File: src/rtl/sensor_pkt_pkg.sv
// Shared definitions for the sensor packet builder: packet byte layout,
// flag bit positions, the IMU sample record and the builder FSM states.
package sensor_pkt_pkg;

    localparam int PKT_BYTES    = 32;
    localparam int SAMPLE_BYTES = 12;

    // Byte offsets inside the 32-byte packet (byte 0 goes out first).
    localparam int HDR_OFS  = 0;
    localparam int SEQ_OFS  = 1;
    localparam int FLAG_OFS = 2;
    localparam int TS_OFS   = 3;   // timestamp, big-endian, 2 bytes
    localparam int S0_OFS   = 5;   // sensor0 sample, big-endian, 12 bytes
    localparam int S1_OFS   = 17;  // sensor1 sample, big-endian, 12 bytes
    localparam int PAD_OFS  = 29;  // two zero bytes
    localparam int CSUM_OFS = 31;  // XOR of bytes 0..30

    // Bit positions inside the flags byte.
    localparam int FLAG_FRESH0 = 0;
    localparam int FLAG_FRESH1 = 1;
    localparam int FLAG_OVF    = 7;

    // ax occupies the most significant 16 bits of the 96-bit sample word.
    typedef struct packed {
        logic signed [15:0] ax;
        logic signed [15:0] ay;
        logic signed [15:0] az;
        logic signed [15:0] gx;
        logic signed [15:0] gy;
        logic signed [15:0] gz;
    } imu_sample_t;

    typedef enum logic [1:0] {
        COLLECT,
        FREEZE,
        CSUM,
        HOLD
    } state_t;

    // Byte i (0 = most significant) of a sample, for big-endian packing.
    function automatic logic [7:0] sample_byte(input imu_sample_t s, input int i);
        logic [95:0] v;
        v = s >> (8 * (11 - i));
        return v[7:0];
    endfunction

endpackage

File: src/rtl/sensor_sample_stage.sv
// One-deep staging register for a single IMU.
//   clk, reset : clock, asynchronous active-high reset
//   valid, data: 1-cycle strobe with a new 96-bit sample
//   take       : builder is copying the stage into a packet this cycle
//   sample     : latest sample ever received (stale copy when not fresh)
//   fresh      : sample not yet placed into a packet
//   overwrite  : a fresh, unsent sample is being replaced this cycle
module sensor_sample_stage
    import sensor_pkt_pkg::*;
(
    input  logic        clk,
    input  logic        reset,
    input  logic        valid,
    input  logic [95:0] data,
    input  logic        take,
    output imu_sample_t sample,
    output logic        fresh,
    output logic        overwrite
);

    // A strobe coinciding with take is not an overrun: the old sample is
    // being consumed in the same cycle the new one lands.
    assign overwrite = valid & fresh & ~take;

    // A strobe wins over take, so the new sample stays marked fresh.
    always_ff @(posedge clk or posedge reset) begin
        if (reset) begin
            sample <= '0;
            fresh  <= 1'b0;
        end else if (valid) begin
            sample <= imu_sample_t'(data);
            fresh  <= 1'b1;
        end else if (take) begin
            fresh  <= 1'b0;
        end
    end

endmodule

File: src/rtl/sensor_packet_builder.sv
// Builds a 32-byte packet from the latest samples of two IMUs and offers it
// to the downstream SPI slave.
//   clk, reset          : clock, asynchronous active-high reset
//   s0_valid, s0_data   : sensor0 strobe and sample {ax,ay,az,gx,gy,gz}
//   s1_valid, s1_data   : sensor1 strobe and sample
//   data_bytes[0:31]    : packet, byte 0 first on the wire
//   data_ready          : packet valid and stable
//   data_ack            : 1-cycle pulse, packet consumed
//   overrun             : sticky, a staged sample was overwritten unsent
//
// Handshake: data_ready is high only in HOLD and is masked by data_ack in the
// same cycle, so the slave sees it drop the moment it acknowledges and never
// captures the old packet twice. data_bytes do not change while data_ready is
// high; data_ack outside HOLD has no effect.
module sensor_packet_builder
    import sensor_pkt_pkg::*;
#(
    parameter int          TIMEOUT_CYCLES = 48000,
    parameter int          TICK_DIV       = 48,
    parameter logic [7:0]  HEADER_BYTE    = 8'hAA
) (
    input  logic        clk,
    input  logic        reset,
    input  logic        s0_valid,
    input  logic [95:0] s0_data,
    input  logic        s1_valid,
    input  logic [95:0] s1_data,
    output logic [7:0]  data_bytes [0:PKT_BYTES-1],
    output logic        data_ready,
    input  logic        data_ack,
    output logic        overrun
);

    localparam int TO_W = (TIMEOUT_CYCLES > 1) ? $clog2(TIMEOUT_CYCLES) : 1;
    localparam int TK_W = (TICK_DIV > 1) ? $clog2(TICK_DIV) : 1;
    localparam logic [TO_W-1:0] TO_LAST   = TO_W'(TIMEOUT_CYCLES - 1);
    localparam logic [TK_W-1:0] TICK_LAST = TK_W'(TICK_DIV - 1);
    localparam logic [4:0]      IDX_LAST  = 5'd31;

    state_t           state_q, state_d;
    logic [TO_W-1:0]  to_cnt_q;
    logic [TK_W-1:0]  tick_cnt_q;
    logic [15:0]      ts_q;
    logic [7:0]       seq_q;
    logic [7:0]       acc_q;
    logic [4:0]       idx_q;
    logic             ovf_pend_q;
    logic             overrun_q;
    logic [7:0]       flags;
    logic             to_last;
    logic             take;

    imu_sample_t      s0_sample, s1_sample;
    logic             fresh0, fresh1;
    logic             ovf0, ovf1;

    assign take    = (state_q == FREEZE);
    assign to_last = (to_cnt_q == TO_LAST);

    sensor_sample_stage u_stage0 (
        .clk       (clk),
        .reset     (reset),
        .valid     (s0_valid),
        .data      (s0_data),
        .take      (take),
        .sample    (s0_sample),
        .fresh     (fresh0),
        .overwrite (ovf0)
    );

    sensor_sample_stage u_stage1 (
        .clk       (clk),
        .reset     (reset),
        .valid     (s1_valid),
        .data      (s1_data),
        .take      (take),
        .sample    (s1_sample),
        .fresh     (fresh1),
        .overwrite (ovf1)
    );

    always_comb begin
        flags              = '0;
        flags[FLAG_OVF]    = ovf_pend_q;
        flags[FLAG_FRESH1] = fresh1;
        flags[FLAG_FRESH0] = fresh0;
    end

    always_ff @(posedge clk or posedge reset) begin
        if (reset) state_q <= COLLECT;
        else       state_q <= state_d;
    end

    // CSUM spends idx 0..30 accumulating and idx 31 writing the checksum,
    // giving 33 cycles from FREEZE entry to data_ready.
    always_comb begin
        state_d = state_q;
        case (state_q)
            COLLECT: if ((fresh0 && fresh1) || (to_last && (fresh0 || fresh1)))
                         state_d = FREEZE;
            FREEZE:  state_d = CSUM;
            CSUM:    if (idx_q == IDX_LAST) state_d = HOLD;
            HOLD:    if (data_ack) state_d = COLLECT;
            default: state_d = COLLECT;
        endcase
    end

    assign data_ready = (state_q == HOLD) & ~data_ack;
    assign overrun    = overrun_q;

    always_ff @(posedge clk or posedge reset) begin
        if (reset) begin
            to_cnt_q   <= '0;
            tick_cnt_q <= '0;
            ts_q       <= '0;
            seq_q      <= '0;
            acc_q      <= '0;
            idx_q      <= '0;
            ovf_pend_q <= 1'b0;
            overrun_q  <= 1'b0;
            for (int i = 0; i < PKT_BYTES; i++) data_bytes[i] <= '0;
        end else begin
            if (tick_cnt_q == TICK_LAST) begin
                tick_cnt_q <= '0;
                ts_q       <= ts_q + 16'd1;
            end else begin
                tick_cnt_q <= tick_cnt_q + TK_W'(1);
            end

            if (ovf0 || ovf1) begin
                ovf_pend_q <= 1'b1;
                overrun_q  <= 1'b1;
            end

            case (state_q)
                COLLECT: to_cnt_q <= to_last ? '0 : to_cnt_q + TO_W'(1);
                FREEZE: begin
                    data_bytes[HDR_OFS]    <= HEADER_BYTE;
                    data_bytes[SEQ_OFS]    <= seq_q;
                    data_bytes[FLAG_OFS]   <= flags;
                    data_bytes[TS_OFS]     <= ts_q[15:8];
                    data_bytes[TS_OFS + 1] <= ts_q[7:0];
                    for (int i = 0; i < SAMPLE_BYTES; i++) begin
                        data_bytes[S0_OFS + i] <= sample_byte(s0_sample, i);
                        data_bytes[S1_OFS + i] <= sample_byte(s1_sample, i);
                    end
                    data_bytes[PAD_OFS]     <= 8'h00;
                    data_bytes[PAD_OFS + 1] <= 8'h00;
                    // No overwrite can occur in FREEZE (take masks it), so
                    // this clear never loses a new overrun.
                    ovf_pend_q <= 1'b0;
                    acc_q      <= '0;
                    idx_q      <= '0;
                end
                CSUM: begin
                    if (idx_q == IDX_LAST) data_bytes[CSUM_OFS] <= acc_q;
                    else                   acc_q <= acc_q ^ data_bytes[idx_q];
                    idx_q <= idx_q + 5'd1;
                end
                HOLD: if (data_ack) begin
                    seq_q    <= seq_q + 8'd1;
                    to_cnt_q <= '0;
                end
                default: ;
            endcase
        end
    end

endmodule

File: config.mk
export PLATFORM = sky130hd
export DESIGN_NAME = sensor_packet_builder
export DESIGN_NICKNAME = d
export VERILOG_FILES = /design/src/rtl/sensor_pkt_pkg.sv /design/src/rtl/sensor_sample_stage.sv /design/src/rtl/sensor_packet_builder.sv
export SDC_FILE = /design/constraint.sdc
export NUM_CORES = 1
export LEC_CHECK = 0
export ABC_CLOCK_PERIOD_IN_PS = 11800
export CAP_MARGIN = 20
export CORE_MARGIN = 2
export CORE_UTILIZATION = 51
export CTS_CLUSTER_DIAMETER = 200
export DETAILED_ROUTE_END_ITERATION = 8
export HOLD_SLACK_MARGIN = 0.1
export PLACE_DENSITY = 0.79
export SETUP_SLACK_MARGIN = 0.1
export SLEW_MARGIN = 20
export SYNTH_ARGS = -nofsm -noshare
export SYNTH_HDL_FRONTEND = slang
export SYNTH_HIERARCHICAL = 1
export SYNTH_SLANG_ARGS = --single-unit
File: constraint.sdc
create_clock -name clk -period 11.8 [get_ports clk]
set_clock_uncertainty 0.1 [all_clocks]
set_input_delay 1.77 -clock clk [delete_from_list [all_inputs] [get_ports clk]]
set_output_delay 1.77 -clock clk [all_outputs]
set_load 0.01 [all_outputs]
==> impl_metrics.csv <==
group,metric,value,unit
synthesis,yosys_register_bits,485,
synthesis,synth.top_cells.by_area,"sky130_fd_sc_hd__dfrtp_1 58%, sky130_fd_sc_hd__mux2_2 21%, sky130_fd_sc_hd__mux4_2 4.8%",
sta,fmax,0.2045,GHz
synthesis,synth_cell_type_count,57,
sta,timing_worst_slew_pin_value,1.062,ns
run,cap_violations,0,
power,p_per_area,249.5,mW/mm²
synthesis,yosysSeqAreaShare,58.23,%
synthesis,yosysTopAreaCellShare,58.23,%
grt,via_count_of_the_first_global_routing_pass,13930,
worst_hold_path,hold_path_startpoint,"ts_q[15]",
final_layout,postLayoutCoreUtil,66.99,%
grt,global_route_wire_length_before_repair,85400,µm
worst_hold_path,min_path_type,"register to register",
detailed_routing,detail_route.wirelength,56780,µm
final_layout,area_delta_synth_final,30.36,%
power,swShare,32.41,%
synthesis,synth_warnings,6,
synthesis,syn-mean-instance-area,15.05,µm²
power,power.net_switching,2.197,mW
power,power_leakage,11.40,nW
grt,grt_overflow,0,
final_layout,layout.nets,2008,
floorplanning,die_height,206.2,µm
sta,period_needed,4.890,ns
synthesis,predominant_post_synthesis_flop_cell,"sky130_fd_sc_hd__dfrtp_1",
cts,level_count_of_the_clock_h_tree,2,
cts,clk_transition_reported_paths,0.06,ns
floorplanning,die-area,0.04250,mm²
synthesis,synthArstFlopShare,100.0,%
worst_hold_path,timing.hold.worst_path_depth,1,
grt,grt_max_degree,119,
cts,number_of_buffers_added_to_fix_hold_violations_after_cts,0,
grt,grtUsageTotal,26.96,%
critical_path,worst_r2r_startpoint,"idx_q[0]",
detailed_routing,post_drt_wl_per_cell,23.84,µm
critical_path,cp.required,9.93,ns
floorplanning,die_width,206.2,µm
detailed_routing,drt_iter0_drc,791,
status,status,"complete, no violations",
detailed_routing,routed_via_density,5.594,
final_layout,regArea,0.01214,mm²
detailed_routing,drt_pre_antenna_iters,5,
sta,final.setup.tns,0,ns
placement,gp_congestion,0.8465,
power,power.share.clock,24.3,%
cts,cts_sinks,485,
sta,timing.final.hold_violations,0,
cts,clkLatencyLatePin,0.59,ns
detailed_routing,dr_total_vias,13330,
grt,grt_antenna_before_repair,10,
sta,timing.final.max_slew_violations,0,
critical_path,rrSetupSlack,8.13,ns
synthesis,synth_edf_count,0,
final_layout,multiInputGateArea,0.008128,mm²
cts,cts_root_buf,"sky130_fd_sc_hd__clkbuf_16",
worst_hold_path,timing.hold.worst_endpoint,"ts_q[15]",
sta,rsz_0062_raised_after_global_routing,"false",
critical_path,worstSetupEndpointType,"output port",
critical_path,r2r-end,"acc_q[2]",
placement,placement.io_buffers,429,
critical_path,timing.critical_path.arrival,3.02,ns
cts,postCtsResizedCells,0,
synthesis,synth_cells,1385,
power,vdd.ir_drop.worst,0.0001684,V
final_layout,post_route_cells_drive_above_1_share,31.77,%
placement,post_detailed_placement_half_perimeter_wirelength,39220,µm
final_layout,nFillCells,2946,
floorplanning,start_util,51.39,%
sta,min_period_over_period,41.44,%
cts,numCtsBuffers,50,
cts,cts_tree,"yes",
synthesis,post-synth-top-area-cell,"sky130_fd_sc_hd__dfrtp_1",
power,power.share.combinational,38.4,%
floorplanning,core_region_area,0.04055,mm²
floorplanning,row_count,74,
sta,hold-worst-slack,0.3751,ns
synthesis,mapped_cell_area,0.02084,mm²
critical_path,worstSetupPathType,"input port to output port",
critical_path,critPathMaxFanout,3,
critical_path,cp-start-kind,"input port",
cts,post_cts.repair.setup_buffers,0,
sta,timing.slew.headroom,29.19,%
critical_path,worstRegToRegCells,10,
floorplanning,top_level_ports,455,
power,power.internal,4.581,mW
detailed_routing,postRouteAntennaNets,0,
sta,setup_viol_count_final,0,
cts,cts-root-to-sink-buffers,3,
power,share_seq_of_total_power,37.3,%
detailed_routing,drc_errors,0,
-- synthesized netlist by cell type, types with 12 or more instances --
| cell | n |
|---|---|
| sky130_fd_sc_hd__dfrtp_1 | 485 |
| sky130_fd_sc_hd__mux2_2 | 397 |
| sky130_fd_sc_hd__mux4_2 | 44 |
| sky130_fd_sc_hd__nand2_1 | 39 |
| sky130_fd_sc_hd__mux2_4 | 36 |
| sky130_fd_sc_hd__nor2_1 | 36 |
| sky130_fd_sc_hd__clkbuf_1 | 35 |
| sky130_fd_sc_hd__buf_4 | 32 |
| sky130_fd_sc_hd__o21ai_0 | 29 |
| sky130_fd_sc_hd__buf_2 | 21 |
| sky130_fd_sc_hd__nand3_1 | 21 |
| sky130_fd_sc_hd__xnor2_1 | 17 |
| sky130_fd_sc_hd__xor2_1 | 16 |
| sky130_fd_sc_hd__inv_1 | 15 |
| sky130_fd_sc_hd__a22oi_1 | 12 |
| sky130_fd_sc_hd__buf_6 | 12 |
-- power by group through the flow --
stage               logic, mW  registers [mW]  clock network [mW]
floorplan                1.25            2.57                   0
global placement         2.57            2.52                   0
detailed placement       2.60            2.55                   0
CTS                      2.62            2.53                1.68
global route             2.75            2.59                1.75
finish                   2.60            2.53                1.65
-- cell usage in the layout (no fill, tap or decap), types with 6 or more instances in the layout --
cell type,netlist,final
sky130_fd_sc_hd__clkbuf_16,0,53
sky130_fd_sc_hd__a22oi_1,12,12
sky130_fd_sc_hd__clkbuf_1,35,9
sky130_fd_sc_hd__xnor2_1,17,17
sky130_fd_sc_hd__xor2_1,16,16
sky130_fd_sc_hd__diode_2,0,12
sky130_fd_sc_hd__clkbuf_8,0,11
sky130_fd_sc_hd__and3_1,11,11
sky130_fd_sc_hd__nand3_1,21,21
sky130_fd_sc_hd__nand2b_1,10,10
sky130_fd_sc_hd__clkdlybuf4s50_1,0,427
sky130_fd_sc_hd__inv_1,15,12
sky130_fd_sc_hd__buf_4,32,14
sky130_fd_sc_hd__conb_1,1,25
sky130_fd_sc_hd__nor2_1,36,36
sky130_fd_sc_hd__nand2_1,39,39
sky130_fd_sc_hd__nor2b_1,10,10
sky130_fd_sc_hd__clkinv_2,0,9
sky130_fd_sc_hd__mux2_4,36,36
sky130_fd_sc_hd__o21ai_0,29,29
sky130_fd_sc_hd__ha_1,10,9
sky130_fd_sc_hd__o31ai_1,6,6
sky130_fd_sc_hd__mux4_2,44,44
sky130_fd_sc_hd__mux2i_1,10,10
sky130_fd_sc_hd__dfrtp_1,485,483
sky130_fd_sc_hd__mux2_2,397,397
-- final cells by class --
cell class              count  area share (%)
diodes                     12          0.1105
clock buffers              73           5.563
clock inverters            16          0.7737
inverters                  15          0.2533
multi-input cells         806           29.92
flip-flops and latches    485           44.70
well taps                 532           2.450
repair buffers            443           16.23
-- critical path: stages --
cell                              delay [ns]
sky130_fd_sc_hd__clkdlybuf4s50_1        0.45
sky130_fd_sc_hd__nor2b_1                0.22
sky130_fd_sc_hd__clkdlybuf4s50_1        0.58
-- metrics by stage --
| stage | instance area, µm² | setup slack, ns | instances | total power [mW] |
|---|---|---|---|---|
| floorplan | 20930 | 1.896 | 1409 | 3.827 |
| global placement | 25390 | 6.895 | 2280 | 5.096 |
| detailed placement | 25390 | 6.851 | 2280 | 5.147 |
| CTS | 27110 | 6.916 | 2369 | 6.829 |
| global route | 27160 | 6.851 | 2377 | 7.084 |
| finish | 27170 | 6.910 | 2382 | 6.778 |
-- worst max-delay path by stage --
| stage | from | endpoint | slack [ns] |
|---|---|---|---|
| 2_1_floorplan | reset | acc_q[0] | 1.90 |
| 3_3_place_gp | reset | idx_q[1] | 6.90 |
| 3_5_place_dp | reset | idx_q[1] | 6.85 |
| 4_1_cts | data_ack | data_ready | 6.92 |
| 5_1_grt | data_ack | data_ready | 6.85 |
| 6_report | data_ack | data_ready | 6.91 |
-- flip-flops by register name, indices dropped and copies added, names as in the netlist, 2 cells and up --
name / flops
state_q: 2
ts_q: 16
u_stage1/sample: 96
tick_cnt_q: 6
idx_q: 5
data_bytes: 228
seq_q: 8
u_stage0/sample: 96
to_cnt_q: 16
acc_q: 8
-- cell families (layout without fill, tap and decap cells) --
family	Yosys count	in the layout	share of synthesized area, %
AO/OA/AOI/OAI	90	90	2.924
XOR/XNOR	33	33	1.387
adder cells (fa/ha/maj)	11	11	0.6484
buffers and inverters	118	547	3.260
flip-flops	485	485	58.23
multiplexers	492	492	29.84
other	1	37	0.01799
AND/OR/NAND/NOR	155	155	3.692
-- routing by layer --
layer  wire (µm)  track usage, %  vias to the layer above  share of wire [%]
met3        3963           7.048                      119                7.0
met2       27280           41.80                      427                 48
li1            -               -                     5828                  -
met4        2476           12.60                        4                4.4
met5          29               0                        -              0.051
met1       23030           35.70                     6948                 41
Note: power is estimated with default switching activity, not from simulation.
